<file path="src/rtl/uart_tx_arbiter_if.sv">
// uart_tx_arbiter_if: bundles the requester handshake and the uart_tx side
// of uart_tx_arbiter into one port.
// The master modport is the environment side: producers and the transmitter.
// The slave modport is the arbiter itself.
interface uart_tx_arbiter_if #(
  parameter int NUM_REQ      = 4,
  parameter int PAYLOAD_BITS = 8
);
  localparam int ID_BITS = $clog2(NUM_REQ);

  logic [NUM_REQ-1:0]              i_req_valid;
  logic [NUM_REQ*PAYLOAD_BITS-1:0] i_req_data;
  logic [NUM_REQ-1:0]              o_req_ready;
  logic [ID_BITS-1:0]              o_grant_id;
  logic                            o_uart_tx_en;
  logic [PAYLOAD_BITS-1:0]         o_uart_tx_data;
  logic                            i_uart_tx_busy;
  logic                            o_busy;
  logic                            o_timeout_err;

  modport master (
    output i_req_valid, i_req_data, i_uart_tx_busy,
    input  o_req_ready, o_grant_id, o_uart_tx_en, o_uart_tx_data,
           o_busy, o_timeout_err
  );

  modport slave (
    input  i_req_valid, i_req_data, i_uart_tx_busy,
    output o_req_ready, o_grant_id, o_uart_tx_en, o_uart_tx_data,
           o_busy, o_timeout_err
  );
endinterface

</file>
<file path="src/rtl/uart_tx_arbiter.sv">
// uart_tx_arbiter: shares one uart_tx between NUM_REQ byte producers using
// round-robin arbitration.
// A byte is accepted over valid/ready and sent with a one-cycle enable pulse.
// The arbiter follows the transmitter busy flag through the whole frame.
// A watchdog raises a sticky error if busy never rises after an enable.
// Optional macro UART_ARB_TAG_EN sends a tag frame {1, winner index} ahead of
// each payload byte.
// Reset is synchronous and active-low.
module uart_tx_arbiter #(
  parameter int NUM_REQ      = 4,
  parameter int PAYLOAD_BITS = 8,
  parameter int BUSY_TIMEOUT = 15
) (
  input  logic              i_clk,
  input  logic              i_resetn,
  uart_tx_arbiter_if.slave  bus
);
  localparam int ID_BITS  = $clog2(NUM_REQ);
  localparam int CNT_BITS = $clog2(BUSY_TIMEOUT + 1);

  typedef enum logic [2:0] {
    ARB,
    ISSUE,
    WAIT_RISE,
    WAIT_FALL
`ifdef UART_ARB_TAG_EN
    ,
    TAG_ISSUE,
    TAG_RISE,
    TAG_FALL
`endif
  } state_t;

  state_t                  state, state_next;
  logic [ID_BITS-1:0]      ptr, ptr_next;
  logic [CNT_BITS-1:0]     wd_cnt, wd_cnt_next;
  logic [PAYLOAD_BITS-1:0] tx_data, tx_data_next;
  logic [ID_BITS-1:0]      grant, grant_next;
  logic                    tx_en, tx_en_next;
  logic [NUM_REQ-1:0]      ready, ready_next;
  logic                    busy, busy_next;
  logic                    err, err_next;

  logic                    win_found;
  logic [ID_BITS-1:0]      win_idx;
  logic [ID_BITS-1:0]      cand;
  logic [PAYLOAD_BITS-1:0] win_data;
  logic                    wd_expired;

`ifdef UART_ARB_TAG_EN
  logic [PAYLOAD_BITS-1:0] hold, hold_next;
  logic [PAYLOAD_BITS-1:0] tag_byte;
`endif

  assign wd_expired = (wd_cnt == CNT_BITS'(BUSY_TIMEOUT - 1));

  // Round-robin search: first valid requester after the last winner, wrapping
  always_comb begin
    win_found = 1'b0;
    win_idx   = '0;
    cand      = '0;
    for (int i = 1; i <= NUM_REQ; i++) begin
      cand = ID_BITS'((int'(ptr) + i) % NUM_REQ);
      if (!win_found && bus.i_req_valid[cand]) begin
        win_found = 1'b1;
        win_idx   = cand;
      end
    end
  end

  // Select the winning requester's byte from the flattened data bus
  always_comb begin
    win_data = '0;
    for (int k = 0; k < NUM_REQ; k++) begin
      if (win_idx == ID_BITS'(k)) begin
        win_data = bus.i_req_data[k*PAYLOAD_BITS +: PAYLOAD_BITS];
      end
    end
  end

`ifdef UART_ARB_TAG_EN
  // Tag frame byte: MSB set, winner index in the low bits, zeros between
  always_comb begin
    tag_byte                   = '0;
    tag_byte[ID_BITS-1:0]      = win_idx;
    tag_byte[PAYLOAD_BITS-1]   = 1'b1;
  end
`endif

  // Next-state and next-output logic for the arbitration FSM
  always_comb begin
    state_next   = state;
    ptr_next     = ptr;
    wd_cnt_next  = '0;
    tx_data_next = tx_data;
    grant_next   = grant;
    tx_en_next   = 1'b0;
    ready_next   = '0;
    err_next     = err;
`ifdef UART_ARB_TAG_EN
    hold_next    = hold;
`endif

    case (state)
      ARB: begin
        if (win_found && !bus.i_uart_tx_busy) begin
          ptr_next   = win_idx;
          grant_next = win_idx;
          tx_en_next = 1'b1;
`ifdef UART_ARB_TAG_EN
          hold_next    = win_data;
          tx_data_next = tag_byte;
          state_next   = TAG_ISSUE;
`else
          tx_data_next        = win_data;
          ready_next[win_idx] = 1'b1;
          state_next          = ISSUE;
`endif
        end
      end

      ISSUE: begin
        state_next = WAIT_RISE;
      end

      WAIT_RISE: begin
        if (bus.i_uart_tx_busy) begin
          state_next = WAIT_FALL;
        end else if (wd_expired) begin
          err_next   = 1'b1;
          state_next = ARB;
        end else begin
          wd_cnt_next = wd_cnt + CNT_BITS'(1);
        end
      end

      WAIT_FALL: begin
        if (!bus.i_uart_tx_busy) begin
          state_next = ARB;
        end
      end

`ifdef UART_ARB_TAG_EN
      TAG_ISSUE: begin
        state_next = TAG_RISE;
      end

      TAG_RISE: begin
        if (bus.i_uart_tx_busy) begin
          state_next = TAG_FALL;
        end else if (wd_expired) begin
          err_next   = 1'b1;
          state_next = ARB;
        end else begin
          wd_cnt_next = wd_cnt + CNT_BITS'(1);
        end
      end

      TAG_FALL: begin
        if (!bus.i_uart_tx_busy) begin
          tx_data_next      = hold;
          tx_en_next        = 1'b1;
          ready_next[grant] = 1'b1;
          state_next        = ISSUE;
        end
      end
`endif

      default: begin
        state_next = ARB;
      end
    endcase

    busy_next = (state_next != ARB);
  end

  // State register; reset drops the FSM straight back to ARB
  always_ff @(posedge i_clk) begin
    if (!i_resetn) begin
      state <= ARB;
    end else begin
      state <= state_next;
    end
  end

  // Datapath and output registers so every output comes straight from a flop
  always_ff @(posedge i_clk) begin
    if (!i_resetn) begin
      ptr     <= ID_BITS'(NUM_REQ - 1);
      wd_cnt  <= '0;
      tx_data <= '0;
      grant   <= '0;
      tx_en   <= 1'b0;
      ready   <= '0;
      busy    <= 1'b0;
      err     <= 1'b0;
`ifdef UART_ARB_TAG_EN
      hold    <= '0;
`endif
    end else begin
      ptr     <= ptr_next;
      wd_cnt  <= wd_cnt_next;
      tx_data <= tx_data_next;
      grant   <= grant_next;
      tx_en   <= tx_en_next;
      ready   <= ready_next;
      busy    <= busy_next;
      err     <= err_next;
`ifdef UART_ARB_TAG_EN
      hold    <= hold_next;
`endif
    end
  end

  assign bus.o_req_ready    = ready;
  assign bus.o_grant_id     = grant;
  assign bus.o_uart_tx_en   = tx_en;
  assign bus.o_uart_tx_data = tx_data;
  assign bus.o_busy         = busy;
  assign bus.o_timeout_err  = err;
endmodule

</file>
<file path="src/flat_wrapper.sv">
// flat-port wrapper written by rule: the top's interface ports become plain ports
module uart_tx_arbiter_flat 
#(
  parameter int NUM_REQ      = 4,
  parameter int PAYLOAD_BITS = 8,
  parameter int BUSY_TIMEOUT = 15
)
  (i_clk, i_resetn, bus_i_req_valid, bus_i_req_data, bus_i_uart_tx_busy, bus_o_req_ready, bus_o_grant_id, bus_o_uart_tx_en, bus_o_uart_tx_data, bus_o_busy, bus_o_timeout_err);
  uart_tx_arbiter_if #(.NUM_REQ(NUM_REQ), .PAYLOAD_BITS(PAYLOAD_BITS)) bus_i ();
  input  logic i_clk;
  input  logic i_resetn;
  input wire logic [$bits(bus_i.i_req_valid)-1:0] bus_i_req_valid;
  input wire logic [$bits(bus_i.i_req_data)-1:0] bus_i_req_data;
  input wire logic [$bits(bus_i.i_uart_tx_busy)-1:0] bus_i_uart_tx_busy;
  output wire logic [$bits(bus_i.o_req_ready)-1:0] bus_o_req_ready;
  output wire logic [$bits(bus_i.o_grant_id)-1:0] bus_o_grant_id;
  output wire logic [$bits(bus_i.o_uart_tx_en)-1:0] bus_o_uart_tx_en;
  output wire logic [$bits(bus_i.o_uart_tx_data)-1:0] bus_o_uart_tx_data;
  output wire logic [$bits(bus_i.o_busy)-1:0] bus_o_busy;
  output wire logic [$bits(bus_i.o_timeout_err)-1:0] bus_o_timeout_err;
  assign bus_i.i_req_valid = bus_i_req_valid;
  assign bus_i.i_req_data = bus_i_req_data;
  assign bus_i.i_uart_tx_busy = bus_i_uart_tx_busy;
  assign bus_o_req_ready = bus_i.o_req_ready;
  assign bus_o_grant_id = bus_i.o_grant_id;
  assign bus_o_uart_tx_en = bus_i.o_uart_tx_en;
  assign bus_o_uart_tx_data = bus_i.o_uart_tx_data;
  assign bus_o_busy = bus_i.o_busy;
  assign bus_o_timeout_err = bus_i.o_timeout_err;
  uart_tx_arbiter #(.NUM_REQ(NUM_REQ), .PAYLOAD_BITS(PAYLOAD_BITS), .BUSY_TIMEOUT(BUSY_TIMEOUT)) u_core (.i_clk(i_clk), .i_resetn(i_resetn), .bus(bus_i));
endmodule
</file>
<file path="config.mk">
export PLATFORM = sky130hd
export DESIGN_NAME = uart_tx_arbiter_flat
export DESIGN_NICKNAME = d
export VERILOG_FILES = /design/src/rtl/uart_tx_arbiter_if.sv /design/src/rtl/uart_tx_arbiter.sv /design/src/flat_wrapper.sv
export SDC_FILE = /design/constraint.sdc
export NUM_CORES = 1
export LEC_CHECK = 0
export BUFFER_PORTS_ARGS = -buffer_cell sky130_fd_sc_hd__buf_2
export CAP_MARGIN = 20
export CORE_MARGIN = 8
export CORE_UTILIZATION = 45
export CTS_CLUSTER_DIAMETER = 30
export DETAILED_ROUTE_END_ITERATION = 10
export PLACE_DENSITY = 0.78
export SKIP_LAST_GASP = 1
export SYNTH_ARGS = -nofsm -noshare
export SYNTH_HDL_FRONTEND = slang
export SYNTH_SLANG_ARGS = --single-unit
</file>
<file path="constraint.sdc">
create_clock -name i_clk -period 1.75 [get_ports i_clk]
set_input_delay 0.2625 -clock i_clk [delete_from_list [all_inputs] [get_ports i_clk]]
set_output_delay 0.2625 -clock i_clk [all_outputs]
set_load 0.01 [all_outputs]
</file>
==> results.md, run 1 <==
* Commonest non-fill, non-tap cells in the layout: 55 x buf_2, 26 x dfxtp_1, 17 x mux2i_1
* Min cycle time layout at 1.57 ns
* Largest net degree at the start of global routing at 22
* Crit-path leading delay family: flip-flops
* DP Worst Slack at between 0.15 and 0.2 ns
* Site Rows at 18
* Max-cap viol count at 0
* Core Region at 0.00248 mm2
* First drt pass iteration count at 4
* Worst EP required at 1.94 ns
* Final Cell Area at 0.00151 mm2
* Reg2reg setup slack at 0.18 ns
* #FFs+latches synth at 26
* Total CTS buffers at 3
* Clk slew on worst S/H paths at 0.13 ns
* Critical path capture point type: register
* Initial antenna violation count at 0
* Design Power at 1.16 mW
* Post-synthesis cell area at between 0.001 and 0.0015 mm2
* Setup crit end: u_core.bus.o_uart_tx_data[4]
* CP Max Fanout at 21
* CTS tree: yes
* Max incr delay on CP at 0.47 ns
* Non-Filler Instances at between 200 and 250
* Cells after Synth at 121
* Io pins at 56
* Synth unique cells at 30
* Die span in x at just under 70 um
* Global routing usage on met3 at 3.48%
* Worst hold-check path type: in -> reg
* Number of global-route vias before repair at 1028
* Reg-to-Reg End: u_core.bus.o_uart_tx_data[4]
* Total gr overflow at 0
* Lkg Pwr at 0.729 nW
* First-pass GRT wire length at 4630 um
* Remaining antenna violation count at 0
* Area of the multi-input gates at slightly above 600 um2
* Via count at 1069
* Layout cells sized above 1 at 36.4%
* M1 GR Usage at between 10 and 15%
* Worst path depth at 6
* Post-synthesis simple-gate area fraction at 19.4%
* FF-to-FF Start: u_core.ptr[1]
* Post-CTS Setup Bufs at 0
* # placed instances at 202
* GR Util All Layers at 12.9%
* PortBufs at 55
* Final setup margin at 0.181 ns
* Post-Route Setup TNS at 0 ns
* Clk sinks at 26
* H-tree depth at 1
* Dpl cell area at 0.00148 mm2
* Setup crit start kind: register
* Starting DRT DRC Count at 27
* Fin crit share at 89.7%
* GPL Wtd Cong at 0.801
* Antenna diodes at 0
* Hold Vio Cnt, Final at 0
* Syn Nets at 162
* RSZ-0062 raised after global routing: false
* Most common cell after layout, fill and taps aside: buf_2
* Final Max Tran Viols at 0
* CTS root buf: clkbuf_4
* Clock skew at 0.00157 ns
* Leading area contributor after synthesis: dfxtp_1
* FMAX at 0.637 GHz
* CP bufs+invs at 1
* Residual DRC at 0
* Main combinational cell family by area after synthesis: simple AND/OR/NAND/NOR gates
* Skew-Pair Late Insertion Delay at 0.30 ns
* CTS Buffer Depth at 2
* Status: complete, no violations
* Hold_buf cts at 0
* Reg area at 520 um2
* CP Class: reg -> reg
* Hold path depth at 3
* Xor and xnor area share after synthesis at under 10%
* Synth Area in Compound Gates at 14.3%
* Worst EP arrival at approximately 1.8 ns
* Die ar. at ~0.0045 mm2
* Yosys top cell area share at 44.1%
* Crit path launch: u_core.ptr[1]
* Setup violations, final at 0
* Filler Cells Inserted at 234
* DIE HEIGHT at between 60 and 70 um
* Mapped Avg Cell Area at 9.75 um2
* Final WL at 3040 um
* Resize count post-CTS at 0
* Mean routed wirelength per cell at 14.8 um
* Slowest stage cell, crit path: dfxtp_1
* Nets at 218
* Post-Synth Adder-Cell Area at 2.12%
* Post-detail-place hpwl at 2520 um
* Synth area leaders: dfxtp_1 44%, mux2i_1 14%, o221ai_1 5.9%, nor2_1 5.1%, nand3_1 4.2%
* Max IR drop VDD at roughly 0.44 mV
* Initial core utilization at roughly 48%
* Proportion of synthesized area in mux cells at 14.4%
* PwrDens at about 770 mW/mm2
* Post-synthesis sequential area ratio at 44.1%
* Synth warn at 0
* Gr busiest metal: met2
* Worst-path cell chain: nand2b_1, a21oi_2, o221ai_4, buf_12, mux2i_1, o221ai_1
* M2 GR Usage at 23.8%
* Cell depth of the worst flop-to-flop path at 6
* Via density per instance at 5.19
* Area growth syn-to-layout at 28.1%
==> worst min-delay path: stages <==
cell	delay, ns
buf_2	0.07
mux2i_1	0.05
o221ai_1	0.15
==> synth_stat cells <==
master     n
a21oi_2    2
dfxtp_1   26
nand4b_1   1
nand3_1   10
a21boi_1   1
nand2_1    5
a31oi_1    2
nor3_2     1
o221ai_4   1
mux2i_1   17
o21ai_1    1
nor2_1    16
ha_1       2
o21ai_0    1
nand2b_1   5
a22oi_1    1
buf_8      1
buf_6      1
clkbuf_1   3
a211oi_1   1
conb_1     1
and2_1     1
o221ai_1   8
xnor2_1    1
and3_1     3
a21oi_1    2
inv_1      2
nor2b_1    3
xor2_1     1
or2_1      1
==> per-layer routing <==
metal | part of all wire, % | wire length [um]
met4 | 1.1 | 32
met1 | 39 | 1180
met5 | 0 | 0
met2 | 54 | 1630
met3 | 6.6 | 200
==> metrics by stage <==
stage	util, %	hold WS (ns)
global route	61.0	0.244
finish	61.0	0.266
CTS	61.0	0.254
detailed placement	59.5	0.461
floorplan	-	0.411
global placement	59.5	0.442
==> state kept, by name, indices dropped and copies added (netlist names) <==
signal,count
u_core.bus.o_uart_tx_data,8
u_core.bus.o_grant_id,2
u_core.bus.o_timeout_err,1
u_core.bus.o_req_ready,4
u_core.wd_cnt,4
u_core.ptr,2
u_core.state,3
u_core.bus.o_uart_tx_en,1
u_core.bus.o_busy,1
==> how the worst min path moves through the flow <==
| stage | slack, ns | end | start |
|---|---|---|---|
| after detailed placement | 0.46 | u_core.wd_cnt[0] | u_core.wd_cnt[0] |
| after floorplan | 0.41 | u_core.bus.o_uart_tx_data[0] | i_resetn |
| final | 0.27 | u_core.bus.o_uart_tx_data[1] | bus_i_req_data[1] |
| after global routing | 0.24 | u_core.bus.o_uart_tx_data[1] | bus_i_req_data[17] |
| after global placement | 0.44 | u_core.bus.o_grant_id[1] | u_core.bus.o_grant_id[1] |
| after CTS | 0.25 | u_core.bus.o_uart_tx_data[1] | bus_i_req_data[1] |
==> logic make-up (layout without fill, tap and decap cells) <==
| logic type | after synthesis | in the layout |
|---|---|---|
| fa+ha+maj | 2 | 2 |
| compound gates | 20 | 20 |
| simple gates | 46 | 46 |
| xor+xnor | 2 | 2 |
| flops | 26 | 26 |
| other cells | 1 | 1 |
| buf+inv | 7 | 62 |
| mux | 17 | 17 |
==> final cells by class <==
| type | count | area share (%) |
|---|---|---|
| inverter | 2 | 0.497 |
| sequential | 26 | 34.4 |
| clock buffer | 4 | 2.40 |
| timing repair buffer | 56 | 19.5 |
| tap | 30 | 2.48 |
| multi-input combinational | 88 | 40.6 |
==> power by group <==
part / internal [mW] / total [mW] / switching [mW]
sequential: 0.620 / 0.639 / 0.0186
clock: 0.127 / 0.291 / 0.165
combinational: 0.115 / 0.227 / 0.113
(Power assumes the default switching activity.)
==> run 2: changes to the inputs <==
- CORE_UTILIZATION: 45 -> 30
- PLACE_DENSITY: 0.78 -> default
==> results.md, run 2 (synthesized netlist as in run 1, its figures left out) <==
* Status: complete, no violations
* Die ar. at 0.00620 mm2 (+37%)
* Initial antenna violation count at 0 (unchanged)
* Worst EP arrival at 1.70 ns (-0.06 ns)
* Remaining antenna violation count at 0 (unchanged)
* # placed instances at 222 (+9.9%)
* Combinational power share at 18.3% (-1.3 points)
* Final WL at 3150 um (+3.5%)
* CP Max Fanout at 13 (-38%)
* Area of the multi-input gates at 614 um2 (unchanged)
* Via count at 1091 (+2.1%)
* Nets at 220 (+0.92%)
* Site Rows at 22 (+4)
* Hold_buf cts at 0 (unchanged)
* Core Region at 0.00372 mm2 (+50%)
* First-pass GRT wire length at 5040 um (+8.8%)
* Clk sinks at 26 (unchanged)
* Via density per instance at 4.83 (-7.0%)
* Die span in x at 78.7 um (+17%)
* Sequential power share at 51.4% (-3.8 points)
* Fin crit share at 89.4% (-0.26 points)
* Hold Vio Cnt, Final at 0 (unchanged)
* Io pins at 56 (unchanged)
* Final Max Tran Viols at 0 (unchanged)
* DIE HEIGHT at 78.7 um (+17%)
* Worst hold-check path type: in -> reg
* GPL Wtd Cong at 0.723 (-9.7%)
* Clk slew on worst S/H paths at 0.09 ns (-0.04 ns)
* Layout cells sized above 1 at 37.6% (+1.3 points)
* Total CTS buffers at 3 (unchanged)
* Worst EP required at 1.88 ns (-0.06 ns)
* CTS tree: yes
* Psw at 308 uW (+4.3%)
* Post-detail-place hpwl at 2620 um (+3.7%)
* Max IR drop VDD at 0.298 mV (-32%)
* Lkg Pwr at 0.743 nW (+1.9%)
* First drt pass iteration count at 4 (unchanged)
* CP Class: reg -> reg
* Total gr overflow at 0 (unchanged)
* Mean routed wirelength per cell at 13.9 um (-5.7%)
* Number of global-route vias before repair at 1134 (+10%)
* Clock skew at 0.00340 ns (+0.00183 ns)
* Reg area at 522 um2 (+0.24%)
* Non-Filler Instances at 226 (+9.7%)
* Most common cell after layout, fill and taps aside: buf_2
* Largest net degree at the start of global routing at 17 (-23%)
* FMAX at 0.639 GHz (+0.30%)
* H-tree depth at 1 (unchanged)
* RSZ-0062 raised after global routing: false
* Initial core utilization at 31.8% (-16 points)
* Max FFs per register at 8 (unchanged)
* Max-cap viol count at 0 (unchanged)
* Skew-Pair Late Insertion Delay at 0.26 ns (-0.04 ns)
* Critical path capture point type: register
* Filler Cells Inserted at 384 (+64%)
* Min cycle time layout at 1.56 ns (-0.00463 ns)
* Setup violations, final at 0 (unchanged)
* Area growth syn-to-layout at 31.9%
* CTS Buffer Depth at 2 (unchanged)
* PwrDens at 798 mW/mm2 (+4.2%)
* Final setup margin at 0.186 ns (+0.00464 ns)
* Clock Power Share at 30.4% (+5.2 points)
* Starting DRT DRC Count at 80 (+200%)
* Setup crit start kind: register
* P_int at 933 uW (+8.3%)
* Hold path depth at 3 (unchanged)
* Cell depth of the worst flop-to-flop path at 6 (unchanged)
* CTS root buf: clkbuf_8
* Commonest non-fill, non-tap cells in the layout: 55 x buf_2, 25 x dfxtp_1, 17 x mux2i_1
* Post-Route Setup TNS at 0 ns (unchanged)
* Antenna diodes at 0 (unchanged)
* GR Util All Layers at 10.1% (-2.8 points)
* Residual DRC at 0 (unchanged)
* DP Worst Slack at 0.106 ns (-0.0894 ns)
* PortBufs at 55 (unchanged)
* Sw Share at 24.8% (-0.72 points)
## run 2: changes by cell type in the layout (fill, tap and decap cells not counted)
| cell | previous run | this run |
|---|---|---|
| dfxtp_1 | 26 | 25 |
| buf_4 | 0 | 3 |
| clkbuf_8 | 1 | 4 |
| clkbuf_4 | 3 | 0 |
| dfxtp_2 | 0 | 1 |
| buf_12 | 1 | 0 |
## run 2: critical path, stage by stage (launching register included)
cell	delay, ns
dfxtp_2	0.39
nand2b_1	0.14
a21oi_2	0.07
o221ai_4	0.18
buf_4	0.26
mux2i_1	0.26
o221ai_1	0.13
## run 2: metrics by stage
stage | power [mW] | utilization (%) | hold slack (ns) | instance area, um2
final | 1.24 | 41.9 | 0.316 | 1560
after global routing | 1.31 | 41.9 | 0.308 | 1560
after CTS | 1.26 | 41.9 | 0.313 | 1560
after detailed placement | 0.882 | 40.4 | 0.461 | 1500
after global placement | 0.873 | 40.4 | 0.442 | 1500
after floorplan | 0.790 | - | 0.411 | 1180
## run 2: routing by layer
metal	part of all wire (%)	up-vias	track usage, %
met4	1.3	0	5.00
met2	52	37	17.9
met5	0	-	0
met3	8.6	2	3.49
li1	-	548	-
met1	38	504	10.3
## run 2: cell type report
class / instances / area share (%)
multi-input combinational: 88 / 39.5
timing repair buffer: 58 / 19.1
clock buffer: 4 / 3.54
tap: 48 / 3.86
sequential: 26 / 33.5
inverter: 2 / 0.482
## run 2: timing repair
action | 4_1_cts | 5_1_grt
setup endpoints to repair | 0 | 5
resized for setup | 0 | 1
setup buffers | 0 | 0
## run 2: power groups by stage
| stage | registers (mW) | clock network, mW | logic, mW |
|---|---|---|---|
| floorplan | 0.659 | 0 | 0.131 |
| global placement | 0.650 | 0 | 0.223 |
| detailed placement | 0.652 | 0 | 0.230 |
| CTS | 0.638 | 0.391 | 0.230 |
| global route | 0.642 | 0.417 | 0.252 |
| finish | 0.638 | 0.377 | 0.227 |
## run 2: final timing paths
check	start	end	slack, ns
worst max-delay path	u_core.ptr[1]	u_core.bus.o_uart_tx_data[7]	0.19
worst min-delay path	bus_i_req_data[19]	u_core.bus.o_uart_tx_data[3]	0.32
worst max register to register	u_core.ptr[1]	u_core.bus.o_uart_tx_data[7]	0.19
worst min register to register	u_core.bus.o_grant_id[1]	u_core.bus.o_grant_id[1]	0.46
==> run 3: changes to the inputs <==
- ABC_CLOCK_PERIOD_IN_PS: default -> 1750
- BUFFER_PORTS_ARGS: -buffer_cell sky130_fd_sc_hd__buf_2 -> default
- DONT_BUFFER_PORTS: default -> 1
==> results.md, run 3 (synthesized netlist as in run 1, its figures left out) <==
* CTS root buf: clkbuf_8
* Die span in x at 78.7 um (unchanged)
* Largest net degree at the start of global routing at 17 (unchanged)
* Post-detail-place hpwl at 2580 um (-1.4%)
* Critical hold path startpoint: i_resetn
* Max FFs per register at 8 (unchanged)
* Remaining antenna violation count at 0 (unchanged)
* Min cycle time layout at 1.62 ns (+0.0519 ns)
* Reg-to-Reg End: u_core.bus.o_uart_tx_data[3]
* Residual DRC at 0 (unchanged)
* Reg area at 520 um2 (-0.24%)
* Most common cell after layout, fill and taps aside: dfxtp_1
* PwrDens at 883 mW/mm2 (+11%)
* Slowest stage cell, crit path: dfxtp_1
* Starting DRT DRC Count at 42 (-48%)
* Cell depth of the worst flop-to-flop path at 6 (unchanged)
* Die ar. at 0.00620 mm2 (unchanged)
* Fin crit share at 92.4% (+3.0 points)
* RSZ-0062 raised after global routing: false
* FMAX at 0.619 GHz (-3.2%)
* Hold path depth at 1 (-2)
* Core Region at 0.00372 mm2 (unchanged)
* DIE HEIGHT at 78.7 um (unchanged)
* Nets at 166 (-25%)
* Io pins at 56 (unchanged)
* Worst EP arrival at 1.74 ns (+0.04 ns)
* Global routing usage on met3 at 3.60% (+0.11 points)
* Skew-Pair Late Insertion Delay at 0.26 ns (about the same)
* First drt pass iteration count at 4 (unchanged)
* Commonest non-fill, non-tap cells in the layout: 26 x dfxtp_1, 17 x mux2i_1, 16 x nor2_1
* Hold WS at 0.0807 ns (-0.235 ns)
* Post-Route Setup TNS at 0 ns (unchanged)
* Total gr overflow at 0 (unchanged)
* Initial core utilization at 31.8% (unchanged)
* Clock skew at 0.00635 ns (+0.00295 ns)
* M1 GR Usage at 10.6% (+0.24 points)
* Max IR drop VDD at 0.250 mV (-16%)
* M2 GR Usage at 18.4% (+0.50 points)
* Setup crit start kind: register
* Filler Cells Inserted at 400 (+4.2%)
* CTS tree: yes
* Initial antenna violation count at 0 (unchanged)
* PortBufs at 0 (-100%)
* Crit-path leading delay family: compound AO/OA/AOI/OAI gates
* Total CTS buffers at 3 (unchanged)
* Clk slew on worst S/H paths at 0.09 ns (about the same)
* Via count at 932 (-15%)
* Area growth syn-to-layout at 8.27%
* Area of the multi-input gates at 614 um2 (unchanged)
* Lkg Pwr at 0.501 nW (-33%)
* Max-cap viol count at 0 (unchanged)
* Via density per instance at 5.45 (+13%)
* Gr busiest metal: met2
* Worst hold-check path type: in -> reg
* First-pass GRT wire length at 5060 um (+0.40%)
* H-tree depth at 1 (unchanged)
* Worst EP required at 1.88 ns (about the same)
* Clk sinks at 26 (unchanged)
* Layout cells sized above 1 at 8.94% (-29 points)
* Hold Vio Cnt, Final at 0 (unchanged)
* Mean routed wirelength per cell at 18.8 um (+35%)
* Critical path capture point type: register
* Worst-path cell chain: nand2b_1, a21oi_2, o221ai_4, buf_6, mux2i_1, o221ai_1
* Post-CTS Setup Bufs at 0 (unchanged)
* CP bufs+invs at 1 (unchanged)
* FF-to-FF Start: u_core.ptr[1]
* CP Max Fanout at 12 (-1)
* GPL Wtd Cong at 0.775 (+7.2%)
* Reg2reg setup slack at 0.13 ns (-0.05 ns)
* Hold EP: u_core.ptr[1]
* Site Rows at 22 (unchanged)
* CTS Buffer Depth at 2 (unchanged)
* Max incr delay on CP at 0.44 ns (+0.05 ns)
* Setup violations, final at 0 (unchanged)
* Antenna diodes at 0 (unchanged)
* Final Max Tran Viols at 0 (unchanged)
* Number of global-route vias before repair at 999 (-12%)
* Final WL at 3220 um (+2.4%)
* Status: complete, no violations
* CP Class: reg -> reg
* GR Util All Layers at 10.2% (+0.11 points)
-- run 3: metrics by stage --
step	setup slack, ns	cells	utilization (%)	power (mW)	instance area, um2
floorplan	0.336	121	-	0.790	1180
global placement	0.238	168	33.2	0.808	1230
detailed placement	0.106	168	33.2	0.818	1230
CTS	0.0919	171	34.3	1.15	1270
global route	0.00383	171	34.4	1.19	1280
finish	0.134	171	34.4	1.13	1280
-- run 3: cell type report --
class | count | area share [%]
clock buffers | 3 | 3.23
inverters | 2 | 0.588
multi-input cells | 88 | 48.1
flip-flops and latches | 26 | 40.7
well taps | 48 | 4.70
repair buffers | 4 | 2.64
-- run 3: where the power goes --
part           internal, mW  leakage (nW)  total [mW]  switching, mW
Combinational        0.0747         0.268       0.151         0.0759
Clock                 0.154        0.0216       0.324          0.171
Sequential            0.620         0.212       0.654         0.0340
Total                 0.848         0.501        1.13          0.281
-- run 3: worst max path at each step --
stage,start,endpoint,cells past startpoint
after CTS,u_core.ptr[1],u_core.bus.o_uart_tx_data[3],6
after global routing,u_core.ptr[1],u_core.bus.o_uart_tx_data[5],6
after detailed placement,u_core.ptr[1],u_core.bus.o_uart_tx_data[3],6
after global placement,u_core.ptr[1],u_core.bus.o_uart_tx_data[2],6
after floorplan,u_core.ptr[1],u_core.bus.o_uart_tx_data[0],6
final,u_core.ptr[1],u_core.bus.o_uart_tx_data[3],6
-- run 3: routing by layer --
metal / part of all wire [%] / wire length (um)
met5: 0 / 0
met4: 1.1 / 34
met3: 8.2 / 265
met2: 51 / 1650
met1: 39 / 1270
-- run 3: repair_timing --
| action | 4_1_cts | 5_1_grt |
|---|---|---|
| endpoints found under the setup margin | 0 | 5 |
| hold buffers | 0 | 0 |
| gates resized for setup | 0 | 1 |
| hold endpoints to repair | 0 | 0 |
